==> src/rtl/spiflash_xip_if.sv <==
// rtl/spiflash_xip_if.sv - picorv32 native memory bus slice seen by the XIP controller
interface spiflash_xip_if;
  logic        mem_valid;
  logic [31:0] mem_addr;
  logic [3:0]  mem_wstrb;
  logic        sel;
  logic        ready;
  logic [31:0] rdata;

  modport master (output mem_valid, mem_addr, mem_wstrb, input sel, ready, rdata);
  modport slave  (input mem_valid, mem_addr, mem_wstrb, output sel, ready, rdata);
endinterface

==> src/rtl/spiflash_xip_ctrl.sv <==
// rtl/spiflash_xip_ctrl.sv - execute-in-place SPI flash READ (0x03) controller, mode 0
module spiflash_xip_ctrl #(
  parameter logic [31:0] BASE_ADDR   = 32'h0010_0000,
  parameter int          SCK_HALF    = 4,
  parameter int          CS_HIGH_MIN = 4,
  parameter int          HOLD_MAX    = 1024
) (
  input  logic           CLK100MHZ,
  input  logic           resetn,
  spiflash_xip_if.slave  bus,
  output logic           busy,
  output logic           spi_cs_n,
  output logic           spi_sck,
  output logic           spi_mosi,
  input  logic           spi_miso
);

  typedef enum logic [2:0] {IDLE, CSS, CMD, ADDR, DATA, HOLD, CSH} state_t;

  localparam logic [15:0] SCK_LAST  = 16'(SCK_HALF - 1);
  localparam logic [15:0] CSH_LAST  = 16'(CS_HIGH_MIN - 1);
  localparam logic [31:0] HOLD_LAST = 32'(HOLD_MAX - 1);

  state_t      state;
  logic [15:0] div;
  logic [5:0]  bit_cnt;
  logic [31:0] tx;
  logic [30:0] rx;
  logic [21:0] cur_word;
  logic [21:0] next_word;
  logic [31:0] hold_cnt;
  logic        ready_q;
  logic [31:0] rdata_q;

  logic        in_win;
  logic        is_wr;
  logic        rd_req;
  logic        wr_req;
  logic        rd_match;
  logic        half_end;
  logic        bit_end;
  logic [31:0] rx_word;

  assign in_win   = (bus.mem_addr >= BASE_ADDR) && (bus.mem_addr <= 32'h00FF_FFFF);
  assign bus.sel  = bus.mem_valid && in_win;
  assign is_wr    = |bus.mem_wstrb;
  // The CPU still holds mem_valid during the ready cycle; it must not start a new transaction.
  assign rd_req   = bus.sel && !is_wr && !ready_q;
  assign wr_req   = bus.sel && is_wr && !ready_q;
  assign rd_match = bus.sel && !is_wr && (bus.mem_addr[23:2] == cur_word);
  assign half_end = (div == SCK_LAST);
  assign bit_end  = spi_sck && half_end;
  assign rx_word  = {rx, spi_miso};

  assign bus.ready = ready_q;
  assign bus.rdata = rdata_q;
  assign busy      = (state != IDLE) && (state != HOLD);

  always_ff @(posedge CLK100MHZ) begin
    if (!resetn) begin
      state     <= IDLE;
      div       <= '0;
      bit_cnt   <= '0;
      tx        <= '0;
      rx        <= '0;
      cur_word  <= '0;
      next_word <= '0;
      hold_cnt  <= '0;
      ready_q   <= 1'b0;
      rdata_q   <= '0;
      spi_cs_n  <= 1'b1;
      spi_sck   <= 1'b0;
      spi_mosi  <= 1'b0;
    end else begin
      ready_q <= wr_req;

      // Bit engine: low half then high half; MOSI moves with the falling edge, MISO taken at the end of high.
      if (state == CMD || state == ADDR || state == DATA) begin
        if (half_end) begin
          div     <= '0;
          spi_sck <= !spi_sck;
        end else begin
          div <= div + 16'd1;
        end
        if (bit_end) begin
          rx       <= rx_word[30:0];
          tx       <= {tx[30:0], 1'b0};
          spi_mosi <= tx[30];
          bit_cnt  <= bit_cnt + 6'd1;
        end
      end

      case (state)
        IDLE: begin
          if (rd_req) begin
            cur_word <= bus.mem_addr[23:2];
            tx       <= {8'h03, bus.mem_addr[23:2], 2'b00};
            spi_cs_n <= 1'b0;
            div      <= '0;
            state    <= CSS;
          end
        end
        CSS: begin
          if (half_end) begin
            div      <= '0;
            bit_cnt  <= '0;
            spi_mosi <= tx[31];
            state    <= CMD;
          end else begin
            div <= div + 16'd1;
          end
        end
        CMD: begin
          if (bit_end && bit_cnt == 6'd7) state <= ADDR;
        end
        ADDR: begin
          if (bit_end && bit_cnt == 6'd31) begin
            bit_cnt <= '0;
            state   <= DATA;
          end
        end
        DATA: begin
          if (bit_end && bit_cnt == 6'd31) begin
            rdata_q   <= {rx_word[7:0], rx_word[15:8], rx_word[23:16], rx_word[31:24]};
            ready_q   <= rd_match;
            next_word <= cur_word + 22'd1;
            hold_cnt  <= '0;
            state     <= HOLD;
          end
        end
        HOLD: begin
          if (rd_req) begin
            if (bus.mem_addr[23:2] == next_word) begin
              cur_word <= next_word;
              tx       <= '0;
              spi_mosi <= 1'b0;
              spi_sck  <= 1'b0;
              div      <= '0;
              bit_cnt  <= '0;
              state    <= DATA;
            end else begin
              spi_cs_n <= 1'b1;
              div      <= '0;
              state    <= CSH;
            end
          end else if (wr_req) begin
            hold_cnt <= '0;
          end else if (hold_cnt == HOLD_LAST) begin
            spi_cs_n <= 1'b1;
            div      <= '0;
            state    <= CSH;
          end else begin
            hold_cnt <= hold_cnt + 32'd1;
          end
        end
        CSH: begin
          if (div == CSH_LAST) begin
            div   <= '0;
            state <= IDLE;
          end else begin
            div <= div + 16'd1;
          end
        end
        default: state <= IDLE;
      endcase
    end
  end

endmodule

==> src/flat_wrapper.sv <==
// flat-port wrapper written by rule: the top's interface ports become plain ports
module spiflash_xip_ctrl_flat 
#(
  parameter logic [31:0] BASE_ADDR   = 32'h0010_0000,
  parameter int          SCK_HALF    = 4,
  parameter int          CS_HIGH_MIN = 4,
  parameter int          HOLD_MAX    = 1024
)
  (CLK100MHZ, resetn, busy, spi_cs_n, spi_sck, spi_mosi, spi_miso, bus_mem_valid, bus_mem_addr, bus_mem_wstrb, bus_sel, bus_ready, bus_rdata);
  spiflash_xip_if bus_i ();
  input  logic CLK100MHZ;
  input  logic resetn;
  output logic busy;
  output logic spi_cs_n;
  output logic spi_sck;
  output logic spi_mosi;
  input  logic spi_miso;
  input wire logic [$bits(bus_i.mem_valid)-1:0] bus_mem_valid;
  input wire logic [$bits(bus_i.mem_addr)-1:0] bus_mem_addr;
  input wire logic [$bits(bus_i.mem_wstrb)-1:0] bus_mem_wstrb;
  output wire logic [$bits(bus_i.sel)-1:0] bus_sel;
  output wire logic [$bits(bus_i.ready)-1:0] bus_ready;
  output wire logic [$bits(bus_i.rdata)-1:0] bus_rdata;
  assign bus_i.mem_valid = bus_mem_valid;
  assign bus_i.mem_addr = bus_mem_addr;
  assign bus_i.mem_wstrb = bus_mem_wstrb;
  assign bus_sel = bus_i.sel;
  assign bus_ready = bus_i.ready;
  assign bus_rdata = bus_i.rdata;
  spiflash_xip_ctrl #(.BASE_ADDR(BASE_ADDR), .SCK_HALF(SCK_HALF), .CS_HIGH_MIN(CS_HIGH_MIN), .HOLD_MAX(HOLD_MAX)) u_core (.CLK100MHZ(CLK100MHZ), .resetn(resetn), .bus(bus_i), .busy(busy), .spi_cs_n(spi_cs_n), .spi_sck(spi_sck), .spi_mosi(spi_mosi), .spi_miso(spi_miso));
endmodule
==> config.mk <==
export PLATFORM = sky130hd
export DESIGN_NAME = spiflash_xip_ctrl_flat
export DESIGN_NICKNAME = d
export VERILOG_FILES = /design/src/rtl/spiflash_xip_if.sv /design/src/rtl/spiflash_xip_ctrl.sv /design/src/flat_wrapper.sv
export SDC_FILE = /design/constraint.sdc
export NUM_CORES = 1
export LEC_CHECK = 0
export CAP_MARGIN = 40
export CORE_ASPECT_RATIO = 0.7
export CORE_MARGIN = 2
export CORE_UTILIZATION = 40
export DETAILED_ROUTE_END_ITERATION = 8
export DONT_BUFFER_PORTS = 1
export PLACE_DENSITY_LB_ADDON = 0.3
export SLEW_MARGIN = 0
export SYNTH_ARGS = -nofsm -noshare
export SYNTH_HDL_FRONTEND = slang
export SYNTH_SLANG_ARGS = --single-unit
export TNS_END_PERCENT = 30
==> constraint.sdc <==
create_clock -name CLK100MHZ -period 4.25 [get_ports CLK100MHZ]
set_clock_uncertainty 0.1 [all_clocks]
set_input_delay 0.425 -clock CLK100MHZ [delete_from_list [all_inputs] [get_ports CLK100MHZ]]
set_output_delay 0.425 -clock CLK100MHZ [all_outputs]
set_load 0.01 [all_outputs]
==> results.txt, run 1 <==
----------------------------------------------------
[Run status]
  Run status ... completed

[Placed design]
  Quantity of I/O buffers inserted on ports ... 0
  Final HPWL from detailed placement ... 17,600 um
  Area of placed instances ... 0.0101 mm2
  Last weighted congestion value of the routability-driven placer ... 0.866

[STA]
  Max Fclk ... 282 MHz
  Max-slew violations ... 0
  Relative max-transition margin ... 47.2%
  Final setup violating endpoints ... 0
  Final-report hold violation count ... 0
  Final worst path period need ... 3550 ps
  RSZ-0062 raised after global routing ... false
  Fraction of the cycle the final worst path needs ... 83.5%
  Worst hold slack ... 8.89 ps
  Aggregate negative setup slack ... 0 ps
  Transition time of the tightest slew-check pin ... 790 ps

[Worst setup path]
  Critical path required time ... 4500 ps
  Cell with the biggest individual delay on the critical path ... sky130_fd_sc_hd__o41ai_1
  Most frequent cell on the critical path ... sky130_fd_sc_hd__ha_1
  Endpoint arrival time on the critical path ... 3800 ps
  Startpoint type of the worst setup path ... flip-flop
  WS Path Type ... flip-flop to flip-flop
  Critical path endpoint category ... flip-flop
  Critical path's largest stage delay ... 400 ps
  Maximum net fanout on the critical path ... 8
  Buf+Inv Stages, Crit Path ... 1
  CP top delay family ... simple AND/OR/NAND/NOR gates
  Critical-path cell list ... ha_1 > nor4b_1 > nand4_1 > clkinv_1 > ha_1 > nand4b_1 > nor2_1 > o211ai_1 > a21oi_1 > nand3_1 > o41ai_1

[Floorplan]
  Core Rows ... 48
  Initial standard-cell utilization of the core ... 40.3%
  Std-Cell Core Area ... 0.0244 mm2
  Top-level I/O count ... 78
  Horizontal die dimension ... 192 um
  Die height ... 135 um
  Area of the die ... 0.0259 mm2

[Clocking]
  Maximum level of the CTS H-tree ... 4
  CTS tree ... done
  CTS Sinks ... 200
  Clock latency on the worst-skew pair ... 440 ps
  Longest Clk Path Bufs ... 2
  Count of cells resized by post-cts repair ... 0
  Post-CTS setup repair buffer count ... 0
  Clock root buffer master ... sky130_fd_sc_hd__clkbuf_16
  Clock-pin slew of the registers on the worst-case setup and hold paths ... 80 ps
  Number of clock buffers inserted by TritonCTS ... 17

[Cells and area]
  Cell area after layout ... 0.0107 mm2
  Core Util, Final ... 43.8%
  Area used by sequential logic in the layout ... 0.00400 mm2
  Layout cell share with drive strength beyond 1 ... 7.92%
  Net count reported at finish ... 1,256
  Fillcell total ... 2,390
  Area taken by multi-input logic gates ... 0.00546 mm2
  Number of antenna diodes ... 0
  Layout area overhead ... 8.68%

[Pwr]
  Part of the power in combinational logic ... 5.1%
  Static leakage ... 0.00344 uW
  VDD IR-drop max ... 0.291 mV
  Power Dens Cells ... 340 mW/mm2
  Internal ... 2730 uW
  Switching power total ... 907 uW
  Part of the power in registers ... 52.2%
  Power share of the clock group ... 42.8%
  Net switching fraction of the power ... 24.9%

[Route]
  Pre-Repair DR Iteration Count ... 8
  Routed via count ... 8,868
  Post-route antenna net violation count ... 0
  DR WL/cell ... 17.2 um
  1st-iter DRT viols ... 828
  Number of remaining DRC errors ... 0
  Wire length reported by the detailed router ... 26,700 um
  Detailed-route vias per instance ... 5.72

[Job]
  Max Cap Violations ... 0

[Global route]
  Total Routing Usage GR ... 20.8%
  Global route overflow ... 0
  Maximum number of pins on one net before global-route repair ... 70
  Number of antenna violations at the first check in global routing ... 0
  Vias in the first global route ... 8,019
  Wire length of the first global-routing pass ... 43,300 um

[Logic synthesis]
  Most frequent cell after synthesis ... sky130_fd_sc_hd__nand2_1
  Cell taking the most area after synthesis ... sky130_fd_sc_hd__dfxtp_1
  Sequential share of the synthesized area ... 40.6%
  Count of different cell masters after synthesis ... 60
  Average size of a mapped cell ... 7.83 um2
  Area fraction of the dominant cell type after synthesis ... 40.6%
  Total standard cell area after synthesis ... 0.00986 mm2
  Commonest cells in the synthesized netlist ... sky130_fd_sc_hd__nand2_1 (259), sky130_fd_sc_hd__dfxtp_1 (200), sky130_fd_sc_hd__a21oi_1 (159)
  Yosys Warn Count ... 0
  Prevailing post-synth register cell ... sky130_fd_sc_hd__dfxtp_1
  Number of enable flip-flop cells after synthesis ... 0
  Main area contributors after synthesis ... sky130_fd_sc_hd__dfxtp_1 (41%), sky130_fd_sc_hd__nand2_1 (9.9%), sky130_fd_sc_hd__a21oi_1 (8.1%)
  Post-Synthesis Cells ... 1,259
  Number of flip-flops and latches in the synthesized netlist ... 200
  Async set-reset flop share out of synthesis ... 0%
  Synthesized net count ... 1,304

[Hold path]
  Class of the most critical hold timing path ... input pin to flip-flop

----------------------------------------------------
-- layout make-up --
cell class | instances | share of cell area [%]
Multi-Input combinational cell | 956 | 50.9
Inverter | 12 | 0.444
Sequential cell | 200 | 37.4
Tap cell | 325 | 3.79
Clock inverter | 10 | 0.841
Timing Repair Buffer | 24 | 2.31
Clock buffer | 22 | 4.33
-- sequential cells by signal, summed over array words and instances, names as in the netlist --
name / cells
u_core.spi_mosi: 1
u_core.spi_cs_n: 1
u_core.rx: 31
u_core.hold_cnt: 32
u_core.bus.ready: 1
u_core.cur_word: 22
u_core.div: 16
u_core.spi_sck: 1
u_core.state: 3
u_core.next_word: 22
u_core.bus.rdata: 32
u_core.tx: 32
u_core.bit_cnt: 6
-- placed cells by master, fill, tap and decap left out, drive strengths merged, types with 7 or more instances in the layout --
cell type  instances
nor4              31
o311ai             7
mux2              25
nand3             75
clkbuf            22
or3                8
a211oi            17
o21ai             35
a22o              22
nor2              62
buf               22
dfxtp            200
xor2              45
nand4             23
or4               26
nand2            260
a21oi            166
nor3              22
and3              15
o31ai             22
xnor2             22
and2               7
a31oi             15
inv               14
-- power groups by stage --
stage               logic, uW  registers, uW  clock network [uW]
detailed placement        180           1940                   0
floorplan                 145           1930                   0
global route              205           1900                1670
CTS                       182           1900                1590
global placement          175           1940                   0
finish                    185           1900                1560
-- cells by family after synthesis --
| logic type | after synthesis | share of synthesized area, % |
|---|---|---|
| xor gates and xnor gates | 67 | 5.95 |
| AOI/OAI and AO/OA | 304 | 18.7 |
| DFF | 200 | 40.6 |
| adders and majority gates | 5 | 0.634 |
| buffers and inverters | 103 | 4.24 |
| and+or+nand+nor | 552 | 26.7 |
| muxes | 28 | 3.16 |
-- routing by layer --
layer / vias up / share of wire (%) / track usage [%]
li1: 4396 / - / -
met1: 4223 / 51 / 31.7
met2: 232 / 40 / 28.6
met3: 17 / 8.0 / 5.96
met4: 0 / 1.1 / 4.49
met5: - / 0 / 0
-- worst paths after layout --
| kind | start | end | slack (ps) | cells after the start |
|---|---|---|---|---|
| worst max-delay path | u_core.div[0] | u_core.hold_cnt[23] | 700 | 11 |
| worst max register to register | u_core.div[0] | u_core.hold_cnt[23] | 700 | 11 |
| worst min-delay path | bus_mem_addr[16] | u_core.tx[16] | 9 | 2 |
| worst min register to register | u_core.tx[0] | u_core.tx[0] | 340 | 2 |
-- repair_timing --
item                                   in CTS  in global routing
setup endpoints to repair                   0                  0
endpoints found under the hold margin       2                  1
hold buffers                                1                  1
-- stage by stage --
stage               total power, uW  setup slack [ps]  cells
global placement               2120               798   1511
CTS                            3660               718   1548
detailed placement             2120               725   1515
finish                         3640               701   1549
global route                   3770               314   1549
floorplan                      2070              1120   1259
No activity file was read; power rests on OpenSTA's default activity.
==> run 2: changes to the inputs <==
clock period = 3.65 ns   (was 4.25 ns; I/O delays follow)
==> run 2 against run 1 <==
Net effect:
- sequential share of layout area decreased by 1.0 points
- setup slack got worse by 440 ps
- hold slack improved by 17 ps
- clock power increased by 24%
- sequential cell count unchanged
- via count increased by 0.73%
- first-iteration DRC count decreased by 7.5%
- utilization increased by 1.2 points
- final cell count increased by 1.5%
- wire length increased by 0.77%
- register-to-register slack got worse by 440 ps
- highest routed layer unchanged
- power increased by 21%
- critical path type unchanged
==> results.txt, run 2 (same netlist as run 1, synthesis figures left out) <==
----------------------------------------------------
[STA]
  Relative max-transition margin ... 48.2% (was 47.2%)
  Final-report hold violation count ... 0 (unchanged)
  Aggregate negative setup slack ... 0 ps (unchanged)
  Final setup violating endpoints ... 0 (unchanged)
  Max Fclk ... 295 MHz (was 282 MHz)
  Transition time of the tightest slew-check pin ... 778 ps (was 790 ps)
  RSZ-0062 raised after global routing ... false (unchanged)
  Final worst path period need ... 3390 ps (was 3550 ps)
  Post-route setup slack ... 260 ps (was 701 ps)
  Max-slew violations ... 0 (unchanged)
  Fraction of the cycle the final worst path needs ... 92.9% (was 83.5%)

[Worst setup path]
  Maximum net fanout on the critical path ... 52 (was 8)
  Cell with the biggest individual delay on the critical path ... sky130_fd_sc_hd__or4_1 (was sky130_fd_sc_hd__o41ai_1)
  CP top delay family ... simple AND/OR/NAND/NOR gates (unchanged)
  WS Path Type ... flip-flop to flip-flop (unchanged)
  R2R Setup Slk ... 260 ps (was 700 ps)
  Critical Path Start ... u_core.div[0] (unchanged)
  Endpoint arrival time on the critical path ... 3660 ps (was 3800 ps)
  Buf+Inv Stages, Crit Path ... 2 (was 1)
  Critical-path cell list ... ha_2 > nor4b_2 > nand4_1 > clkinv_1 > ha_1 > nand4b_1 > nor2_1 > o211ai_1 > a21o_1 > buf_4 > or4_1 > a21oi_1 (was ha_1 > nor4b_1 > nand4_1 > clkinv_1 > ha_1 > nand4b_1 > nor2_1 > o211ai_1 > a21oi_1 > nand3_1 > o41ai_1)
  Worst setup endpoint ... u_core.hold_cnt[17] (was u_core.hold_cnt[23])
  Launch instance of the worst register-to-register path ... u_core.div[0] (unchanged)
  Count of cells along the worst register-to-register path ... 12 (was 11)
  Critical path required time ... 3920 ps (was 4500 ps)
  Capture point of the worst reg-to-reg path ... u_core.hold_cnt[17] (was u_core.hold_cnt[23])
  Critical path's largest stage delay ... 550 ps (was 400 ps)
  Number of logic stages on the critical path including buffering ... 12 (was 11)
  Startpoint type of the worst setup path ... flip-flop (unchanged)
  Critical path endpoint category ... flip-flop (unchanged)

[Global route]
  Wire length of the first global-routing pass ... 43,800 um (was 43,300 um)
  Total Routing Usage GR ... 21.2% (was 20.8%)
  Global route overflow ... 0 (unchanged)
  Vias in the first global route ... 8,169 (was 8,019)
  Number of antenna violations at the first check in global routing ... 0 (unchanged)
  Maximum number of pins on one net before global-route repair ... 138 (was 70)

[Job]
  Max Cap Violations ... 0 (unchanged)

[Route]
  Post-route antenna net violation count ... 0 (unchanged)
  Wire length reported by the detailed router ... 26,900 um (was 26,700 um)
  Detailed-route vias per instance ... 5.68 (was 5.72)
  1st-iter DRT viols ... 766 (was 828)
  DR WL/cell ... 17.1 um (was 17.2 um)
  Number of remaining DRC errors ... 0 (unchanged)
  Pre-Repair DR Iteration Count ... 5 (was 8)
  Routed via count ... 8,933 (was 8,868)

[Floorplan]
  Area of the die ... 0.0259 mm2 (unchanged)
  Core Rows ... 48 (unchanged)
  Horizontal die dimension ... 192 um (unchanged)
  Initial standard-cell utilization of the core ... 40.3% (unchanged)
  Die height ... 135 um (unchanged)
  Top-level I/O count ... 78 (unchanged)
  Std-Cell Core Area ... 0.0244 mm2 (unchanged)

[Clocking]
  Clock latency on the worst-skew pair ... 440 ps (about the same)
  Clock-pin slew of the registers on the worst-case setup and hold paths ... 80 ps (about the same)
  CTS Sinks ... 200 (unchanged)
  CTS tree ... done (unchanged)
  Clock root buffer master ... sky130_fd_sc_hd__clkbuf_16 (unchanged)
  Maximum level of the CTS H-tree ... 4 (unchanged)
  Longest Clk Path Bufs ... 2 (unchanged)
  Number of clock buffers inserted by TritonCTS ... 17 (unchanged)

[Cells and area]
  Net count reported at finish ... 1,281 (was 1,256)
  Fillcell total ... 2,381 (was 2,390)
  Area taken by multi-input logic gates ... 0.00547 mm2 (was 0.00546 mm2)
  Most frequent cells in the layout ... sky130_fd_sc_hd__nand2_1 (258), sky130_fd_sc_hd__dfxtp_1 (200), sky130_fd_sc_hd__a21oi_1 (159), sky130_fd_sc_hd__nand3_1 (75), sky130_fd_sc_hd__nor2_1 (61) (unchanged)
  Number of antenna diodes ... 0 (unchanged)
  Core Util, Final ... 45.1% (was 43.8%)
  Layout cell share with drive strength beyond 1 ... 8.18% (was 7.92%)
  Most common library cell in the layout ignoring fill and taps ... sky130_fd_sc_hd__nand2_1 (unchanged)
  Number of standard cells in the final layout excluding fillers ... 1,572 (was 1,549)
  Area used by sequential logic in the layout ... 0.00400 mm2 (unchanged)
  Layout area overhead ... 11.7% (was 8.68%)

[Placed design]
  Quantity of I/O buffers inserted on ports ... 0 (unchanged)
  Last weighted congestion value of the routability-driven placer ... 0.881 (was 0.866)
  Count of placed standard cells including taps ... 1,516 (was 1,515)
  Final HPWL from detailed placement ... 17,100 um (was 17,600 um)
  Worst slack at placement ... 262 ps (was 725 ps)

[Pwr]
  Power Dens Cells ... 399 mW/mm2 (was 340 mW/mm2)
  Static leakage ... 0.00356 uW (was 0.00344 uW)
  VDD IR-drop max ... 0.359 mV (was 0.291 mV)

[Hold path]
  Class of the most critical hold timing path ... input pin to flip-flop (unchanged)

[Run status]
  Run status ... completed (unchanged)

----------------------------------------------------
## run 2: cell types whose count changed in the layout (fill, tap and decap cells not counted), sizes merged
cell,before,now
dlygate4sd3,2,25
clkbuf,22,17
inv,14,17
buf,22,24
bufinv,0,2
clkinv,5,3
## run 2: worst min-delay path by stage
stage	slack, ps	depth (start not counted)	end	from
floorplan	310	2	u_core.tx[0]	u_core.tx[0]
global placement	320	2	u_core.tx[0]	u_core.tx[0]
detailed placement	320	2	u_core.tx[0]	u_core.tx[0]
CTS	1	2	u_core.hold_cnt[13]	resetn
global route	10	2	u_core.hold_cnt[13]	resetn
finish	30	2	u_core.hold_cnt[13]	resetn
## run 2: cell type report
type / instances / share of cell area (%)
clock buffer: 17 / 3.86
clock inverter: 13 / 1.50
inverter: 12 / 0.432
multi-input combinational: 956 / 49.6
sequential: 200 / 36.4
tap: 325 / 3.69
timing repair buffer: 49 / 4.54
## run 2: repair_timing
action	4_1_cts	5_1_grt
resized for setup	0	2
hold endpoints to repair	46	0
hold buffers	25	0
setup buffers	0	0
endpoints found under the setup margin	0	21
## run 2: per-stage QoR
| stage | power [uW] | cell area (um2) | hold WS, ps |
|---|---|---|---|
| after floorplan | 2410 | 9860 | 310 |
| after global placement | 2470 | 10100 | 317 |
| after detailed placement | 2470 | 10100 | 320 |
| after CTS | 4430 | 11000 | 0.965 |
| after global routing | 4550 | 11000 | 12.3 |
| final | 4390 | 11000 | 26.0 |
## run 2: routing by layer
layer | vias to the layer above | routed length [um] | GRT usage (%)
met5 | - | 0 | 0
met4 | 0 | 267 | 4.49
met3 | 23 | 2190 | 6.79
met2 | 228 | 10900 | 29.5
li1 | 4464 | - | -
met1 | 4218 | 13500 | 31.6
## run 2: power by group
group	total [uW]	switching, uW	internal [uW]
sequential	2210	23.0	2190
combinational	242	156	86.3
clock	1940	914	1030
==> run 3: changes to the inputs <==
ABC_AREA = 1   (was default)
==> run 3 against run 2 <==
Net effect:
- clock power is 2% lower
- register-to-register slack better by 180 ps
- setup slack improved by 180 ps
- synthesized area grew 14%
- synthesized cell count up 39%
- combinational power shrank 40%
- die area is 13% higher
- wire length increased by 14%
- largest power group unchanged
==> results.txt, run 3 <==
----------------------------------------------------
[Placed design]
  Quantity of I/O buffers inserted on ports ... 0 (unchanged)
  Count of placed standard cells including taps ... 2,058 (was 1,516)
  Final HPWL from detailed placement ... 20,900 um (was 17,100 um)
  Last weighted congestion value of the routability-driven placer ... 0.940 (was 0.881)
  Area of placed instances ... 0.0115 mm2 (was 0.0101 mm2)

[Logic synthesis]
  Yosys Warn Count ... 0 (unchanged)
  Most frequent cell after synthesis ... sky130_fd_sc_hd__nand2_1 (unchanged)
  Synthesized net count ... 1,792 (was 1,304)
  Cell taking the most area after synthesis ... sky130_fd_sc_hd__dfxtp_1 (unchanged)
  Commonest cells in the synthesized netlist ... sky130_fd_sc_hd__nand2_1 (411), sky130_fd_sc_hd__nor2_1 (319), sky130_fd_sc_hd__dfxtp_1 (200) (was sky130_fd_sc_hd__nand2_1 (259), sky130_fd_sc_hd__dfxtp_1 (200), sky130_fd_sc_hd__a21oi_1 (159))
  Prevailing post-synth register cell ... sky130_fd_sc_hd__dfxtp_1 (unchanged)
  Area fraction of the dominant cell type after synthesis ... 35.7% (was 40.6%)
  Average size of a mapped cell ... 6.42 um2 (was 7.83 um2)
  Count of different cell masters after synthesis ... 43 (was 60)
  Number of flip-flops and latches in the synthesized netlist ... 200 (unchanged)
  Async set-reset flop share out of synthesis ... 0% (unchanged)
  Post-Synthesis Cells ... 1,747 (was 1,259)
  Main area contributors after synthesis ... sky130_fd_sc_hd__dfxtp_1 (36%), sky130_fd_sc_hd__nand2_1 (14%), sky130_fd_sc_hd__nor2_1 (11%) (was sky130_fd_sc_hd__dfxtp_1 (41%), sky130_fd_sc_hd__nand2_1 (9.9%), sky130_fd_sc_hd__a21oi_1 (8.1%))
  Sequential share of the synthesized area ... 35.7% (was 40.6%)
  Number of enable flip-flop cells after synthesis ... 0 (unchanged)
  Total standard cell area after synthesis ... 0.0112 mm2 (was 0.00986 mm2)

[Floorplan]
  Core Rows ... 51 (was 48)
  Std-Cell Core Area ... 0.0277 mm2 (was 0.0244 mm2)
  Top-level I/O count ... 78 (unchanged)
  Horizontal die dimension ... 204 um (was 192 um)
  Initial standard-cell utilization of the core ... 40.5% (was 40.3%)
  Area of the die ... 0.0294 mm2 (was 0.0259 mm2)
  Die height ... 144 um (was 135 um)

[STA]
  Relative max-transition margin ... 49.6% (was 48.2%)
  Final worst path period need ... 3210 ps (was 3390 ps)
  Max-slew violations ... 0 (unchanged)
  Final-report hold violation count ... 0 (unchanged)
  Max Fclk ... 311 MHz (was 295 MHz)
  Transition time of the tightest slew-check pin ... 755 ps (was 778 ps)
  Final setup violating endpoints ... 0 (unchanged)
  Fraction of the cycle the final worst path needs ... 88.0% (was 92.9%)
  Aggregate negative setup slack ... 0 ps (unchanged)
  RSZ-0062 raised after global routing ... false (unchanged)

[Clocking]
  Clock-pin slew of the registers on the worst-case setup and hold paths ... 80 ps (about the same)
  Clock latency on the worst-skew pair ... 450 ps (was 440 ps)
  Number of clock buffers inserted by TritonCTS ... 17 (unchanged)
  Clock root buffer master ... sky130_fd_sc_hd__clkbuf_16 (unchanged)
  Longest Clk Path Bufs ... 2 (unchanged)
  CTS tree ... done (unchanged)
  Count of cells resized by post-cts repair ... 0 (unchanged)
  CTS Sinks ... 200 (unchanged)
  Post-CTS setup repair buffer count ... 0 (unchanged)
  Maximum level of the CTS H-tree ... 4 (unchanged)

[Worst setup path]
  Critical path required time ... 3940 ps (was 3920 ps)
  Maximum net fanout on the critical path ... 62 (was 52)
  WS Path Type ... flip-flop to flip-flop (unchanged)
  Critical path endpoint category ... flip-flop (unchanged)
  Endpoint arrival time on the critical path ... 3500 ps (was 3660 ps)
  Startpoint type of the worst setup path ... flip-flop (unchanged)

[Job]
  Max Cap Violations ... 0 (unchanged)

[Global route]
  Global route overflow ... 0 (unchanged)
  Maximum number of pins on one net before global-route repair ... 146 (was 138)
  Total Routing Usage GR ... 21.4% (was 21.2%)
  Wire length of the first global-routing pass ... 50,200 um (was 43,800 um)
  Vias in the first global route ... 9,551 (was 8,169)
  Number of antenna violations at the first check in global routing ... 0 (unchanged)

[Route]
  Routed via count ... 10,700 (was 8,933)
  Pre-Repair DR Iteration Count ... 5 (unchanged)
  1st-iter DRT viols ... 828 (was 766)
  Detailed-route vias per instance ... 5.06 (was 5.68)
  Number of remaining DRC errors ... 0 (unchanged)
  DR WL/cell ... 14.5 um (was 17.1 um)
  Post-route antenna net violation count ... 0 (unchanged)
  Wire length reported by the detailed router ... 30,600 um (was 26,900 um)

[Cells and area]
  Most frequent cells in the layout ... sky130_fd_sc_hd__nand2_1 (410), sky130_fd_sc_hd__nor2_1 (317), sky130_fd_sc_hd__dfxtp_1 (200), sky130_fd_sc_hd__inv_1 (171), sky130_fd_sc_hd__nand3_1 (125) (was sky130_fd_sc_hd__nand2_1 (258), sky130_fd_sc_hd__dfxtp_1 (200), sky130_fd_sc_hd__a21oi_1 (159), sky130_fd_sc_hd__nand3_1 (75), sky130_fd_sc_hd__nor2_1 (61))
  Layout area overhead ... 9.97% (was 11.7%)
  Most common library cell in the layout ignoring fill and taps ... sky130_fd_sc_hd__nand2_1 (unchanged)
  Number of antenna diodes ... 0 (unchanged)
  Net count reported at finish ... 1,775 (was 1,281)
  Layout cell share with drive strength beyond 1 ... 6.48% (was 8.18%)
  Fillcell total ... 2,907 (was 2,381)
  Number of standard cells in the final layout excluding fillers ... 2,114 (was 1,572)
  Cell area after layout ... 0.0123 mm2 (was 0.0110 mm2)

[Run status]
  Run status ... completed (unchanged)

[Pwr]
  Static leakage ... 0.00512 uW (was 0.00356 uW)
  VDD IR-drop max ... 0.315 mV (was 0.359 mV)
  Total power draw ... 4220 uW (was 4390 uW)
  Power Dens Cells ... 343 mW/mm2 (was 399 mW/mm2)

[Hold path]
  Class of the most critical hold timing path ... input pin to flip-flop (unchanged)

----------------------------------------------------
==> run 3: changes by cell type in the layout (fill, tap and decap cells not counted), sizes merged, moves of 25 or more <==
cell	delta
a21oi	-110
inv	+174
mux2	-25
nand2	+166
nand3	+52
nor2	+262
nor3	+29
nor4	-28
o21ai	+114
or4	-26
==> run 3: timing repair <==
action / CTS / global route
setup endpoints to repair: 0 / 0
endpoints found under the hold margin: 146 / 0
hold buffers: 24 / 0
==> run 3: metal layers <==
metal	GRT usage, %	share of wire [%]
met1	30.9	51
met2	33.0	43
met3	3.81	5.6
met4	4.96	0.91
met5	0	0
==> run 3: metrics by stage <==
step                setup slack (ps)  hold slack (ps)  utilization [%]
floorplan                       1250              336                -
global placement                 571              346             41.3
detailed placement               479              352             41.5
CTS                              440            0.826             44.5
global route                     192             13.8             44.5
finish                           439             12.2             44.5
==> run 3: path summary, 6_finish.rpt <==
kind                        start              endpoint  slack, ps  cells after the start
setup / recovery    u_core.div[0]  u_core.next_word[10]        440                     15
hold reg to reg      u_core.tx[0]          u_core.tx[0]        360                      2
hold / removal    bus_mem_addr[4]          u_core.tx[4]         10                      2
setup reg to reg    u_core.div[0]  u_core.next_word[10]        440                     15
==> run 3: cell type report <==
type	count	area, um2	share of cell area (%)
multi-input combinational	1286	6160	50.0
sequential	200	4000	32.5
inverter	186	701	5.68
tap	371	464	3.77
clock buffer	18	429	3.48
timing repair buffer	39	410	3.33
clock inverter	14	155	1.26
==> run 3: power by group <==
part | total, uW | internal [uW] | switching (uW) | leakage (uW)
registers | 2180 | 2180 | 0.739 | 0.00161
clock network | 1900 | 917 | 981 | 0.000277
logic | 145 | 55.4 | 89.3 | 0.00323
total | 4220 | 3150 | 1070 | 0.00512
==> run 3: cell families (layout without fill, tap and decap cells) <==
logic type               Yosys count  count (layout)  synth area share [%]
AND/OR/NAND/NOR                  971             971                  36.4
buffers and inverters            261             257                  9.41
AO/OA/AOI/OAI                    227             227                  11.1
flip-flops                       200             200                  35.7
XOR/XNOR                          60              60                  4.69
multiplexers                      23              23                  2.05
adder cells (fa/ha/maj)            5               5                 0.558
==> run 3: worst max-delay path, stage by stage, from the launching register on <==
cell                      delay, ps
sky130_fd_sc_hd__dfxtp_1        440
sky130_fd_sc_hd__ha_1           240
sky130_fd_sc_hd__nand4_1        110
sky130_fd_sc_hd__nor2_1          90
sky130_fd_sc_hd__nand2_1        180
sky130_fd_sc_hd__inv_1          140
sky130_fd_sc_hd__ha_1           240
sky130_fd_sc_hd__nand4_1        170
sky130_fd_sc_hd__or2_2          360
sky130_fd_sc_hd__buf_4          300
sky130_fd_sc_hd__inv_2          130
sky130_fd_sc_hd__buf_12         270
sky130_fd_sc_hd__nor2_1          70
sky130_fd_sc_hd__nor2_1          80
sky130_fd_sc_hd__o21ai_0        100
sky130_fd_sc_hd__inv_1           80
